===== src/rtl/xulie_det_ctrl_pkg.sv =====
`default_nettype none
// ============================================================================
// Module      : xulie_pkg
// Description : Shared types and default sizes for the serial sequence
//               detector (FSM state encoding, default pattern/counter widths).
// Revision    : 1.0 - initial release
// ============================================================================
package xulie_pkg;

    localparam int PAT_W_DEF = 4;   // default pattern length in bits
    localparam int CNT_W_DEF = 8;   // default frame-length / hit counter width

    typedef enum logic [1:0] {
        IDLE = 2'd0,
        RUN  = 2'd1,
        DONE = 2'd2
    } state_t;

endpackage : xulie_pkg
`default_nettype wire


===== src/rtl/xulie_det_ctrl_if.sv =====
`default_nettype none
// ============================================================================
// Module      : xulie_det_ctrl_if
// Description : Control/data bundle of the sequence detector.
//               master : frame requester / data source (drives start..din)
//               slave  : detector (drives busy, hit, done, hit_count)
// Revision    : 1.0 - initial release
// ============================================================================
interface xulie_det_ctrl_if
    import xulie_pkg::*;
#(
    parameter int PAT_W = PAT_W_DEF,
    parameter int CNT_W = CNT_W_DEF
) ();

    logic             start;
    logic             abort;
    logic [PAT_W-1:0] pattern;
    logic [CNT_W-1:0] frame_len;
    logic             overlap_en;
    logic             din_valid;
    logic             din;
    logic             busy;
    logic             hit;
    logic             done;
    logic [CNT_W-1:0] hit_count;

    modport master (
        output start, abort, pattern, frame_len, overlap_en, din_valid, din,
        input  busy, hit, done, hit_count
    );

    modport slave (
        input  start, abort, pattern, frame_len, overlap_en, din_valid, din,
        output busy, hit, done, hit_count
    );

endinterface : xulie_det_ctrl_if
`default_nettype wire


===== src/rtl/xulie_det_ctrl_shift_match.sv =====
`default_nettype none
// ============================================================================
// Module      : xulie_shift_match
// Description : Serial shift register, saturating fill counter and pattern
//               comparator. o_match is combinational and reflects the state
//               after the bit presented this cycle is shifted in.
// Ports       : clk, reset      - clock, synchronous active-high reset
//               i_clr           - clear shift register and fill count
//               i_shift         - accept i_din this cycle
//               i_din           - serial bit, enters at the LSB
//               i_overlap       - 1: keep fill count on match, 0: clear it
//               i_pattern       - latched target pattern (MSB = oldest bit)
//               o_match         - match on the bit accepted this cycle
// Revision    : 1.0 - initial release
// ============================================================================
module xulie_shift_match
    import xulie_pkg::*;
#(
    parameter int PAT_W = PAT_W_DEF
) (
    input  wire logic             clk,
    input  wire logic             reset,
    input  wire logic             i_clr,
    input  wire logic             i_shift,
    input  wire logic             i_din,
    input  wire logic             i_overlap,
    input  wire logic [PAT_W-1:0] i_pattern,
    output logic                  o_match
);

    localparam int FILL_W = $clog2(PAT_W + 1);
    localparam logic [FILL_W-1:0] c_fill_full = FILL_W'(PAT_W);

    logic [PAT_W-1:0]  r_shreg;
    logic [FILL_W-1:0] r_fill;
    logic [PAT_W-1:0]  w_shreg_nxt;
    logic [FILL_W-1:0] w_fill_nxt;

    always_comb begin
        w_shreg_nxt = {r_shreg[PAT_W-2:0], i_din};
        w_fill_nxt  = (r_fill == c_fill_full) ? r_fill : r_fill + 1'b1;
        // Only a full window of fresh bits may match; the fill count is what
        // prevents stale or cleared bits from forming a false match.
        o_match     = i_shift && (w_fill_nxt == c_fill_full) &&
                      (w_shreg_nxt == i_pattern);
    end

    always_ff @(posedge clk) begin
        if (reset || i_clr) begin
            r_shreg <= '0;
            r_fill  <= '0;
        end else if (i_shift) begin
            r_shreg <= w_shreg_nxt;
            // Non-overlapping mode: the matched bits are consumed.
            r_fill  <= (o_match && !i_overlap) ? '0 : w_fill_nxt;
        end
    end

endmodule : xulie_shift_match
`default_nettype wire


===== src/rtl/xulie_det_ctrl.sv =====
`default_nettype none
// ============================================================================
// Module      : xulie_det_ctrl
// Description : Framed serial sequence detector. A frame of frame_len valid
//               bits is scanned for a PAT_W-bit pattern; each match gives a
//               one-cycle hit pulse and bumps a saturating hit counter.
// Ports       : clk, reset      - clock, synchronous active-high reset
//               bus (slave)     - start/abort/pattern/frame_len/overlap_en/
//                                 din_valid/din in; busy/hit/done/hit_count out
// Revision    : 1.0 - initial release
// ============================================================================
module xulie_det_ctrl
    import xulie_pkg::*;
#(
    parameter int PAT_W = PAT_W_DEF,
    parameter int CNT_W = CNT_W_DEF
) (
    input  wire logic        clk,
    input  wire logic        reset,
    xulie_det_ctrl_if.slave  bus
);

    localparam logic [CNT_W-1:0] c_cnt_max = {CNT_W{1'b1}};

    state_t           r_state;
    state_t           w_state_nxt;
    logic [PAT_W-1:0] r_pattern;
    logic [CNT_W-1:0] r_frame_len;
    logic             r_overlap;
    logic [CNT_W-1:0] r_bit_cnt;
    logic [CNT_W-1:0] r_hit_cnt;
    logic             r_hit;

    logic             w_start_ok;
    logic             w_accept;
    logic             w_last;
    logic             w_match;

    // Abort suppresses the bit entirely, so it can neither match nor finish.
    always_comb begin
        w_start_ok  = 1'b0;
        w_accept    = 1'b0;
        w_last      = 1'b0;
        w_state_nxt = r_state;
        case (r_state)
            IDLE: begin
                w_start_ok = bus.start && (bus.frame_len != '0);
                if (w_start_ok)
                    w_state_nxt = RUN;
            end
            RUN: begin
                w_accept = bus.din_valid && !bus.abort;
                w_last   = w_accept && ((r_bit_cnt + 1'b1) == r_frame_len);
                if (bus.abort)
                    w_state_nxt = IDLE;
                else if (w_last)
                    w_state_nxt = DONE;
            end
            DONE:    w_state_nxt = IDLE;
            default: w_state_nxt = IDLE;
        endcase
    end

    always_ff @(posedge clk) begin
        if (reset)
            r_state <= IDLE;
        else
            r_state <= w_state_nxt;
    end

    always_ff @(posedge clk) begin
        if (reset) begin
            r_pattern   <= '0;
            r_frame_len <= '0;
            r_overlap   <= 1'b0;
            r_bit_cnt   <= '0;
            r_hit_cnt   <= '0;
            r_hit       <= 1'b0;
        end else begin
            r_hit <= w_match;
            if (w_start_ok) begin
                r_pattern   <= bus.pattern;
                r_frame_len <= bus.frame_len;
                r_overlap   <= bus.overlap_en;
                r_bit_cnt   <= '0;
                r_hit_cnt   <= '0;
            end else if (w_accept) begin
                r_bit_cnt <= r_bit_cnt + 1'b1;
                if (w_match && (r_hit_cnt != c_cnt_max))
                    r_hit_cnt <= r_hit_cnt + 1'b1;
            end
        end
    end

    xulie_shift_match #(
        .PAT_W (PAT_W)
    ) u_shift_match (
        .clk       (clk),
        .reset     (reset),
        .i_clr     (w_start_ok),
        .i_shift   (w_accept),
        .i_din     (bus.din),
        .i_overlap (r_overlap),
        .i_pattern (r_pattern),
        .o_match   (w_match)
    );

    assign bus.busy      = (r_state == RUN);
    assign bus.done      = (r_state == DONE);
    assign bus.hit       = r_hit;
    assign bus.hit_count = r_hit_cnt;

endmodule : xulie_det_ctrl
`default_nettype wire


===== src/flat_wrapper.sv =====
// flat-port wrapper written by rule: the top's interface ports become plain ports
module xulie_det_ctrl_flat import xulie_pkg::*;
#(
    parameter int PAT_W = PAT_W_DEF,
    parameter int CNT_W = CNT_W_DEF
)
  (clk, reset, bus_start, bus_abort, bus_pattern, bus_frame_len, bus_overlap_en, bus_din_valid, bus_din, bus_busy, bus_hit, bus_done, bus_hit_count);
  xulie_det_ctrl_if #(.PAT_W(PAT_W), .CNT_W(CNT_W)) bus_i ();
  input  wire logic clk;
  input  wire logic reset;
  input wire logic [$bits(bus_i.start)-1:0] bus_start;
  input wire logic [$bits(bus_i.abort)-1:0] bus_abort;
  input wire logic [$bits(bus_i.pattern)-1:0] bus_pattern;
  input wire logic [$bits(bus_i.frame_len)-1:0] bus_frame_len;
  input wire logic [$bits(bus_i.overlap_en)-1:0] bus_overlap_en;
  input wire logic [$bits(bus_i.din_valid)-1:0] bus_din_valid;
  input wire logic [$bits(bus_i.din)-1:0] bus_din;
  output wire logic [$bits(bus_i.busy)-1:0] bus_busy;
  output wire logic [$bits(bus_i.hit)-1:0] bus_hit;
  output wire logic [$bits(bus_i.done)-1:0] bus_done;
  output wire logic [$bits(bus_i.hit_count)-1:0] bus_hit_count;
  assign bus_i.start = bus_start;
  assign bus_i.abort = bus_abort;
  assign bus_i.pattern = bus_pattern;
  assign bus_i.frame_len = bus_frame_len;
  assign bus_i.overlap_en = bus_overlap_en;
  assign bus_i.din_valid = bus_din_valid;
  assign bus_i.din = bus_din;
  assign bus_busy = bus_i.busy;
  assign bus_hit = bus_i.hit;
  assign bus_done = bus_i.done;
  assign bus_hit_count = bus_i.hit_count;
  xulie_det_ctrl #(.PAT_W(PAT_W), .CNT_W(CNT_W)) u_core (.clk(clk), .reset(reset), .bus(bus_i));
endmodule

===== config.mk =====
export PLATFORM = sky130hd
export DESIGN_NAME = xulie_det_ctrl_flat
export DESIGN_NICKNAME = d
export VERILOG_FILES = /design/src/rtl/xulie_det_ctrl_pkg.sv /design/src/rtl/xulie_det_ctrl_if.sv /design/src/rtl/xulie_det_ctrl_shift_match.sv /design/src/rtl/xulie_det_ctrl.sv /design/src/flat_wrapper.sv
export SDC_FILE = /design/constraint.sdc
export NUM_CORES = 1
export LEC_CHECK = 0
export ABC_AREA = 1
export CORE_UTILIZATION = 51
export CTS_BUF_LIST = sky130_fd_sc_hd__clkbuf_2 sky130_fd_sc_hd__clkbuf_4 sky130_fd_sc_hd__clkbuf_8
export CTS_CLUSTER_DIAMETER = 60
export DETAILED_ROUTE_END_ITERATION = 10
export MAX_ROUTING_LAYER = met4
export PLACE_DENSITY_LB_ADDON = 0.05
export SETUP_SLACK_MARGIN = 0.15
export SYNTH_ARGS = -nofsm -noshare
export SYNTH_HDL_FRONTEND = slang
export SYNTH_SLANG_ARGS = --single-unit
export TNS_END_PERCENT = 50

===== constraint.sdc =====
create_clock -name clk -period 1.6 [get_ports clk]
set_input_delay 0.32 -clock clk [delete_from_list [all_inputs] [get_ports clk]]
set_output_delay 0.32 -clock clk [all_outputs]
set_load 0.01 [all_outputs]

==> summary.txt, run 1 <==
Placed design
  – Final RePlAce weighted congestion: 0.8552
  – Dpl cells: 386
  – # port buffers: 29
  – Detailed-placement wirelength estimate: 3.572 mm

Final layout
  – Layout Nets: 381
  – Post-Layout Cell Count: 407
  – Diodes inserted: 0
  – Proportion of layout cells with a drive suffix above 1: 35.10%
  – Number of fillers in the final layout: 294
  – Synth-to-Final Area Change: 42.51%

Worst hold path
  – Hold WC Path Type: input port to flop

Floorplan
  – Die Wd: 65.88 microns
  – # IOs: 30
  – Core box area: 3799 sq um
  – Row count: 22
  – Starting Density: 54.78%
  – Die height: 65.88 microns
  – Die Area: 4340 sq um

Drt
  – Via density: 5.010
  – Avg WL per Cell: 12.99 microns
  – Starting DRT DRC Count: 138
  – Routed Antenna Nets: 0
  – Routed wire length: 5.287 mm
  – DR pass1 iterations: 5
  – # DRC: 0
  – Via count: 2,039

STA
  – Setup TNS Final: 0 ps
  – Setup violators final: 0
  – Tightest Pin Transition: 440.4 ps
  – Tmin final: 1574 ps
  – Fmax: 635.1 MHz
  – Max-slew violations: 0
  – Period utilisation layout: 98.40%
  – Final Hold Fails: 0
  – Worst rel slew slack: 70.54%
  – RSZ-0062 raised after global routing: true
  – WHS: 384.0 ps
  – Clk_skew: 7.303 ps

Clock tree
  – Worst-skew pair later-pin latency: 300 ps
  – Clock Sinks: 38
  – CTS buffer count: 5
  – Clock root buffer: clkbuf_8
  – Clock slew at reported path FFs: 70 ps
  – CTS H-tree lvls: 2
  – CTS tree: done
  – Clock Path Buffers: 2

Pwr
  – Clock share of power: 35.6%
  – Int Pwr: 1486 uW
  – Switch share: 26.46%
  – Maximum vdd ir drop: 0.5896 mV
  – Reg power frac: 49.6%
  – Pwr Density: 681.2 nW/um^2
  – Leakage: 0.001246 uW
  – Combinational power share: 14.8%
  – Psw: 534.4 uW

Synth
  – Unique masters post-synth: 31
  – Syn avg cell area: 7.102 sq um
  – Yosys top cell area share: 36.56%
  – Cell Area, Synth: 2081 sq um
  – Register area share after synthesis: 36.56%
  – Synth Warn #: 0
  – Area contributors post-synth: dfxtp_1, nand2_1, nor2_1
  – Main flop type after synthesis: dfxtp_1
  – Yosys reg bits: 38
  – EDFF count, synth: 0
  – Synth area leader: dfxtp_1
  – Syn nets: 316
  – Asr flop ratio synth: 0%
  – Cells after Synth: 293

Global routing
  – First-pass GRT wire length: 8.659 mm
  – Pin count of the biggest net entering global routing: 20
  – Initial antenna violation count: 0
  – Total track usage: 27.53%
  – Vias in the first global route: 1,969
  – Grt ovf: 0

Setup path
  – Critical Path Fanout Max: 5
  – Critical path type: flop to flop
  – CP Launch Type: flop
  – Arrival @ worst endpoint: 1810 ps
  – Worst setup EP type: flop
  – WP data required: 1840 ps

Job
  – Max Cap Viol: 0

Run status
  – Status: finished, final reports clean
==> state kept, by name (all words and copies together) (netlist names) <==
name and cells:
u_core.r_overlap 1, u_core.r_bit_cnt 8, u_core.r_pattern 4, u_core.bus.hit 1
u_core.r_frame_len 8, u_core.r_state 2, u_core.bus.hit_count 8, u_core.u_shift_match.r_fill 3
u_core.u_shift_match.r_shreg 3
==> metrics by stage <==
step | instance area (sq um) | total power (uW) | util [%] | worst slack, ps
after floorplan | 2123 | 1162 | - | 123.0
after detailed placement | 2605 | 1275 | 68.58 | -333.6
after global routing | 2965 | 2106 | 78.06 | -77.10
final | 2965 | 2020 | 78.06 | 25.55
after CTS | 2824 | 1995 | 74.34 | 51.07
after global placement | 2605 | 1270 | 68.58 | -323.2
==> cells by family (layout without fill, tap and decap cells) <==
family | after synthesis | after routing | share of synthesized area [%]
xor gates and xnor gates | 10 | 10 | 4.931
adders and majority gates | 4 | 4 | 2.405
and+or+nand+nor | 146 | 146 | 33.07
DFF | 38 | 38 | 36.56
buffers and inverters | 46 | 112 | 9.080
AOI/OAI and AO/OA | 49 | 49 | 13.95
==> timing repair <==
action,4_1_cts,5_1_grt
resized for setup,42,39
gates cloned,0,0
hold buffers,0,0
pin swaps,21,21
setup endpoints to repair,49,39
buffers inserted,7,6
==> cells in the final DEF, fill, tap and decap left out, types with 12 or more instances in the layout <==
master	synthesis	routed
inv_1	33	26
nor2_1	35	29
nand2_1	73	61
buf_4	0	31
o21ai_0	15	14
dlygate4sd2_1	0	16
dfxtp_1	38	29
a21oi_1	17	16
nand3_1	16	12
nand2_2	2	12
==> final cells by class <==
class                   count  area [sq um]  area share, %
clock inverters             1         5.005         0.1688
flip-flops and latches     38         772.0          26.03
repair buffers             64         554.3          18.69
well taps                  48         60.06          2.025
clock buffers               7         90.09          3.038
inverters                  40         170.2          5.738
multi-input cells         209          1314          44.30
==> final timing paths <==
path | from | endpoint | slack, ps | cells after the start
setup / recovery | u_core.u_shift_match.r_fill[0] | u_core.bus.hit_count[3] | 30 | 12
hold / removal | bus_frame_len[0] | u_core.r_frame_len[0] | 380 | 3
setup reg to reg | u_core.u_shift_match.r_fill[0] | u_core.bus.hit_count[3] | 30 | 12
hold reg to reg | u_core.r_pattern[1] | u_core.r_pattern[1] | 450 | 2
==> metal layers <==
metal	track usage (%)	up-vias	part of all wire (%)
met1	34.01	926	46
met4	9.783	0	1.7
met3	6.207	7	3.1
met2	43.88	35	49
met5	-	-	0
li1	-	1071	-
==> cells in the mapped netlist (2+ instances only) <==
cell	count
inv_2	5
nor2_1	35
a21oi_1	17
clkbuf_1	2
o21ai_0	15
nor2_4	3
a211oi_1	3
o21ai_1	4
nor3_2	2
nor4_1	3
xor2_1	8
nand3_1	16
nand3b_1	2
dfxtp_1	38
nor3_1	3
buf_2	3
inv_1	33
nand4_1	2
nand2_1	73
nand2_2	2
ha_1	4
nor3_4	2
a21oi_2	10
==> critical path, cell delays in order, from the launching register on <==
cell      delay (ps)
dfxtp_2          350
inv_2             50
ha_4             150
nand2_4           80
xor2_2           160
nand2_1           80
inv_2             80
nand2_2           70
nor2_4           110
nand3_4          110
clkinv_4         100
nand2_2           50
a21oi_2          110
==> power by group through the flow <==
stage          Sequential, uW  Clock, uW  Combinational (uW)
4_1_cts                   999        725                 272
3_3_place_gp             1020          0                 250
2_1_floorplan            1020          0                 146
5_1_grt                  1000        770                 331
3_5_place_dp             1020          0                 254
6_report                 1000        719                 300
Note: power is estimated with default switching activity, not from simulation.
==> run 2, diff against run 1 <==
CORE_UTILIZATION = 52   (was 51)
clock period = 1.69 ns   (was 1.6 ns; I/O delays follow)
==> run 2 against run 1 <==
Core utilization decreased by 3.4 points; worst setup slack improved by 130 ps; largest power group unchanged; critical path depth unchanged.
==> summary.txt, run 2 (synthesis gave the netlist of run 1 again) <==
Setup path
  – Arrival @ worst endpoint: 1770 ps (was 1810 ps)
  – CP Launch Type: flop (unchanged)
  – Worst reg-to-reg setup slack: 150 ps (was 30 ps)
  – Worst setup EP type: flop (unchanged)
  – Slowest library cell on the worst path: dfxtp_2 (unchanged)
  – Critical Path Fanout Max: 5 (unchanged)
  – FF-to-FF path depth: 12 (unchanged)
  – WP data required: 1920 ps (was 1840 ps)
  – Slowest Stage Delay on Critical Path: 340 ps (was 350 ps)
  – Critical path type: flop to flop (unchanged)
  – Reg2Reg Launch Point: u_core.u_shift_match.r_fill[0] (unchanged)
  – Critical Path Start: u_core.u_shift_match.r_fill[0] (unchanged)
  – Crit-path cells: inv_2, ha_4, nand2_4, xor2_2, nand2_1, inv_2, nand2_2, nor2_4, nand3_4, clkinv_4, nand2_2, a21oi_2 (unchanged)

Final layout
  – Synth-to-Final Area Change: 34.40% (was 42.51%)
  – Commonest non-fill, non-tap cell in the layout: nand2_1 (unchanged)
  – Diodes inserted: 0 (unchanged)
  – Fin area: 2796 sq um (was 2965 sq um)
  – Most frequent cells in the layout: nand2_1, nor2_1, inv_1 (was nand2_1, buf_4, nor2_1, dfxtp_1, inv_1)
  – Post-Layout Cell Count: 391 (was 407)
  – Layout Nets: 365 (was 381)
  – Proportion of layout cells with a drive suffix above 1: 26.82% (was 35.10%)

Placed design
  – Area post-placement: 2502 sq um (was 2605 sq um)
  – Dpl cells: 378 (was 386)
  – # port buffers: 29 (unchanged)
  – Final RePlAce weighted congestion: 0.8240 (was 0.8552)
  – Detailed-placement wirelength estimate: 3.316 mm (was 3.572 mm)

Clock tree
  – Clock Path Buffers: 2 (unchanged)
  – Worst-skew pair later-pin latency: 290 ps (was 300 ps)
  – Hold_buf cts: 0 (unchanged)
  – CTS tree: done (unchanged)
  – Clock root buffer: clkbuf_8 (unchanged)
  – Clock Sinks: 38 (unchanged)
  – CTS H-tree lvls: 2 (unchanged)
  – Clock slew at reported path FFs: 80 ps (was 70 ps)
  – CTS buffer count: 5 (unchanged)

Floorplan
  – Die height: 65.26 microns (was 65.88 microns)
  – Die Wd: 65.26 microns (was 65.88 microns)
  – Starting Density: 55.58% (was 54.78%)
  – Core box area: 3744 sq um (was 3799 sq um)
  – # IOs: 30 (unchanged)
  – Die Area: 4258 sq um (was 4340 sq um)
  – Row count: 22 (unchanged)

Drt
  – Routed Antenna Nets: 0 (unchanged)
  – Via count: 1,959 (was 2,039)
  – DR pass1 iterations: 5 (unchanged)
  – Avg WL per Cell: 11.64 microns (was 12.99 microns)
  – Routed wire length: 4.551 mm (was 5.287 mm)
  – Starting DRT DRC Count: 128 (was 138)
  – # DRC: 0 (unchanged)
  – Via density: 5.010 (about the same)

Pwr
  – Maximum vdd ir drop: 0.7622 mV (was 0.5896 mV)
  – Leakage: 0.001188 uW (was 0.001246 uW)
  – Pwr Density: 695.5 nW/um^2 (was 681.2 nW/um^2)

Global routing
  – Total track usage: 23.27% (was 27.53%)
  – First-pass GRT wire length: 7.445 mm (was 8.659 mm)
  – Pin count of the biggest net entering global routing: 20 (unchanged)
  – Grt ovf: 0 (unchanged)
  – Vias in the first global route: 1,716 (was 1,969)
  – Initial antenna violation count: 0 (unchanged)

STA
  – Period utilisation layout: 90.84% (was 98.40%)
  – Worst rel slew slack: 76.53% (was 70.54%)
  – Setup TNS Final: 0 ps (unchanged)
  – Max-slew violations: 0 (unchanged)
  – Clk_skew: 7.513 ps (was 7.303 ps)
  – Setup violators final: 0 (unchanged)
  – WHS: 367.8 ps (was 384.0 ps)
  – RSZ-0062 raised after global routing: true (unchanged)
  – Final Hold Fails: 0 (unchanged)
  – Fmax: 651.4 MHz (was 635.1 MHz)
  – Tightest Pin Transition: 350.9 ps (was 440.4 ps)
  – Tmin final: 1535 ps (was 1574 ps)

Worst hold path
  – Hold Crit Start: bus_din (was bus_frame_len[0])
  – Hold WC Path Type: input port to flop (unchanged)
  – Hold depth: 3 (unchanged)

Job
  – Max Cap Viol: 0 (unchanged)

Run status
  – Status: finished, final reports clean (unchanged)
## run 2: worst max-delay path, delay by kind of cell, from the launching register on
family	cells	cell delay, ps
AO/OA/AOI/OAI	1	120
XOR/XNOR	1	160
adder cells (fa/ha/maj)	1	150
buffers and inverters	3	220
flip-flops	1	340
AND/OR/NAND/NOR	6	480
## run 2: layer usage
layer / vias up / share of wire, % / global-route usage, %
met5: - / 0 / -
met4: 0 / 1.2 / 6.522
met3: 6 / 4.0 / 5.208
met2: 42 / 45 / 34.54
met1: 875 / 49 / 31.74
li1: 1036 / - / -
## run 2: cell type report
type	count	area (sq um)
multi-input cells	209	1249
fillers	284	947.2
flip-flops and latches	38	773.2
repair buffers	48	447.9
inverters	40	157.7
clock buffers	5	68.82
well taps	48	60.06
clock inverters	3	40.04
## run 2: path summary, 6_finish.rpt
kind / to
max reg2reg: u_core.bus.hit_count[7]
max: u_core.bus.hit_count[7]
min: u_core.u_shift_match.r_shreg[0]
min reg2reg: u_core.r_frame_len[0]
## run 2: what timing repair did
item                       CTS  global route
pin swaps                    5            20
setup endpoints to repair   21            39
setup buffers                4             1
gates resized for setup     23            39
gates cloned                 0             0
## run 2: through the flow
step	total power [uW]	worst slack (ps)	util, %
floorplan	1098	151.9	-
global placement	1189	-157.1	66.84
detailed placement	1193	-176.3	66.84
CTS	1952	118.8	71.12
global route	2031	44.58	74.70
finish	1945	154.8	74.70
## run 2: power by group
part,switching [uW],internal [uW]
clock,323,434
combinational,129,112
sequential,21.1,926
total,473,1470
==> run 3, diff against run 2 <==
--- a/config.mk
+++ b/config.mk
@@ -7,5 +7,7 @@
 export LEC_CHECK = 0
 export ABC_AREA = 1
-export CORE_UTILIZATION = 52
+export CELL_PAD_IN_SITES_DETAIL_PLACEMENT = 1
+export CELL_PAD_IN_SITES_GLOBAL_PLACEMENT = 1
+export CORE_UTILIZATION = 40
 export CTS_BUF_LIST = sky130_fd_sc_hd__clkbuf_2 sky130_fd_sc_hd__clkbuf_4 sky130_fd_sc_hd__clkbuf_8
 export CTS_CLUSTER_DIAMETER = 60
==> constraint.sdc (replaced) <==
create_clock -name clk -period 1.69 [get_ports clk]
set_input_delay 0.2535 -clock clk [delete_from_list [all_inputs] [get_ports clk]]
set_output_delay 0.2535 -clock clk [all_outputs]
set_load 0.01 [all_outputs]
==> run 3 against run 2 <==
The run now ends with setup timing left; fmax fell by 12%; first-iteration DRC count is 23% lower; clock power up 28%; flip-flop and latch count unchanged; worst hold slack worse by 100 ps; register-to-register slack worse by 210 ps; critical endpoint is now u_core.bus.hit_count[3]; largest cell class unchanged; highest routed layer unchanged.
==> summary.txt, run 3 (synthesis gave the netlist of run 1 again) <==
Setup path
  – Arrival @ worst endpoint: 1980 ps (was 1770 ps)
  – Critical Path Fanout Max: 5 (unchanged)
  – Crit-path cells: inv_2, ha_4, nand2_8, buf_6, a21oi_4, nand2_1, inv_2, nand2_2, nor2_4, nand3_4, clkinv_4, nand2_1, a21oi_2 (was inv_2, ha_4, nand2_4, xor2_2, nand2_1, inv_2, nand2_2, nor2_4, nand3_4, clkinv_4, nand2_2, a21oi_2)
  – CP Launch Type: flop (unchanged)
  – WP data required: 1920 ps (about the same)
  – Buffers & Inverters on Critical Path: 4 (was 3)
  – FF-to-FF path depth: 13 (was 12)
  – Slowest library cell on the worst path: dfxtp_2 (unchanged)
  – Critical path type: flop to flop (unchanged)
  – Slowest Stage Delay on Critical Path: 330 ps (was 340 ps)
  – CP top delay family: simple AND/OR/NAND/NOR gates (unchanged)
  – Stages on the worst setup path: 13 (was 12)
  – Worst setup EP type: flop (unchanged)

Pwr
  – Clock share of power: 44.3% (was 38.9%)
  – Pwr Density: 719.7 nW/um^2 (was 695.5 nW/um^2)
  – Leakage: 0.001241 uW (was 0.001188 uW)
  – Switch share: 23.26% (was 24.32%)
  – Int Pwr: 1676 uW (was 1472 uW)
  – Reg power frac: 43.4% (was 48.7%)
  – Combinational power share: 12.3% (was 12.4%)
  – Psw: 508.2 uW (was 473.0 uW)
  – Maximum vdd ir drop: 0.4623 mV (was 0.7622 mV)

Global routing
  – Total track usage: 23.78% (was 23.27%)
  – Initial antenna violation count: 0 (unchanged)
  – Pin count of the biggest net entering global routing: 20 (unchanged)
  – Grt ovf: 0 (unchanged)
  – First-pass GRT wire length: 9.501 mm (was 7.445 mm)
  – Vias in the first global route: 2,053 (was 1,716)

Drt
  – Avg WL per Cell: 15.43 microns (was 11.64 microns)
  – Routed wire length: 6.464 mm (was 4.551 mm)
  – Via density: 5.050 (was 5.010)
  – # DRC: 0 (unchanged)
  – DR pass1 iterations: 4 (was 5)
  – Routed Antenna Nets: 0 (unchanged)
  – Starting DRT DRC Count: 98 (was 128)
  – Via count: 2,116 (was 1,959)

STA
  – Max-slew violations: 0 (unchanged)
  – Fmax: 572.3 MHz (was 651.4 MHz)
  – Final setup margin: -57.34 ps (was 154.8 ps)
  – RSZ-0062 raised after global routing: true (unchanged)
  – Final Hold Fails: 0 (unchanged)
  – WHS: 266.6 ps (was 367.8 ps)
  – Period utilisation layout: 103.4% (was 90.84%)
  – Tmin final: 1747 ps (was 1535 ps)
  – Worst rel slew slack: 70.19% (was 76.53%)
  – Tightest Pin Transition: 443.7 ps (was 350.9 ps)
  – Clk_skew: 7.051 ps (was 7.513 ps)
  – Setup violators final: 8 (was 0)

Run status
  – Status: complete, but fails checks (was finished, final reports clean)
  – Failing checks: setup timing

Clock tree
  – Clock root buffer: clkbuf_8 (unchanged)
  – CTS tree: done (unchanged)
  – Clock Sinks: 38 (unchanged)
  – Worst-skew pair later-pin latency: 290 ps (about the same)
  – CTS H-tree lvls: 2 (unchanged)
  – CTS buffer count: 5 (unchanged)
  – Clock Path Buffers: 2 (unchanged)
  – Hold_buf cts: 0 (unchanged)
  – Clock slew at reported path FFs: 80 ps (about the same)

Floorplan
  – Row count: 25 (was 22)
  – Core box area: 4848 sq um (was 3744 sq um)
  – # IOs: 30 (unchanged)
  – Die height: 74.13 microns (was 65.26 microns)
  – Die Area: 5495 sq um (was 4258 sq um)
  – Die Wd: 74.13 microns (was 65.26 microns)
  – Starting Density: 42.92% (was 55.58%)

Placed design
  – # port buffers: 29 (unchanged)
  – Post-Place Setup Slack: -169.7 ps (was -176.3 ps)
  – Final RePlAce weighted congestion: 0.7628 (was 0.8240)
  – Detailed-placement wirelength estimate: 4.363 mm (was 3.316 mm)
  – Area post-placement: 2571 sq um (was 2502 sq um)

Final layout
  – Most frequent cells in the layout: nand2_1, dfxtp_1, nor2_1 (was nand2_1, nor2_1, inv_1)
  – Synth-to-Final Area Change: 45.88% (was 34.40%)
  – Number of fillers in the final layout: 598 (was 284)
  – Commonest non-fill, non-tap cell in the layout: nand2_1 (unchanged)
  – Area of the multi-input gates: 1328 sq um (was 1249 sq um)
  – Diodes inserted: 0 (unchanged)
  – Proportion of layout cells with a drive suffix above 1: 30.11% (was 26.82%)
  – Fin area: 3035 sq um (was 2796 sq um)
  – Sequential cell area: 772.0 sq um (was 773.2 sq um)
  – Layout Nets: 374 (was 365)

Worst hold path
  – Hold depth: 3 (unchanged)
  – Hold WC Path Type: input port to flop (unchanged)

Job
  – Max Cap Viol: 0 (unchanged)
[run 3: final timing paths]
check	startpoint	end	slack [ps]
min	bus_din	u_core.u_shift_match.r_shreg[0]	270
max reg2reg	u_core.u_shift_match.r_fill[1]	u_core.bus.hit_count[3]	-60
min reg2reg	u_core.r_pattern[1]	u_core.r_pattern[1]	480
max	u_core.u_shift_match.r_fill[1]	u_core.bus.hit_count[3]	-60
[run 3: area by class of cell]
class | count | area share [%]
Sequential cell | 38 | 25.43
Clock inverter | 2 | 1.979
Timing Repair Buffer | 57 | 17.89
Tap cell | 67 | 2.762
Multi-Input combinational cell | 209 | 43.73
Clock buffer | 6 | 2.721
Inverter | 40 | 5.482
[run 3: tightest hold or removal path, stage by stage]
cell	delay [ps]
dlymetal6s2s_1	140
nand2_1	90
a21oi_2	50
[run 3: layer usage]
layer  wire length [microns]  GRT usage, %  vias up
li1                        -             -     1057
met2                    3152         39.60       44
met4                     146         6.838        0
met1                    2971         29.22     1001
met3                     194         4.472       14
met5                       0             -        -
[run 3: per-stage QoR]
| step | setup TNS (ps) | util (%) | total power (uW) | std cells |
|---|---|---|---|---|
| 2_1_floorplan | 0 | - | 1098 | 293 |
| 3_3_place_gp | -3022 | 53.03 | 1198 | 403 |
| 3_5_place_dp | -3032 | 53.03 | 1206 | 403 |
| 4_1_cts | 0 | 57.75 | 2180 | 413 |
| 5_1_grt | -1060 | 62.61 | 2275 | 419 |
| 6_report | -174.9 | 62.61 | 2184 | 419 |
[run 3: repair_timing]
action | 4_1_cts | 5_1_grt
buffers inserted | 2 | 6
resized for setup | 17 | 54
setup endpoints to repair | 17 | 39
pin swaps | 11 | 21
[run 3: power by group through the flow]
stage	combinational, uW	clock, uW	sequential, uW
5_1_grt	298	1030	952
6_report	268	968	948
3_3_place_gp	232	0	966
4_1_cts	248	986	947
3_5_place_dp	238	0	968
2_1_floorplan	136	0	962
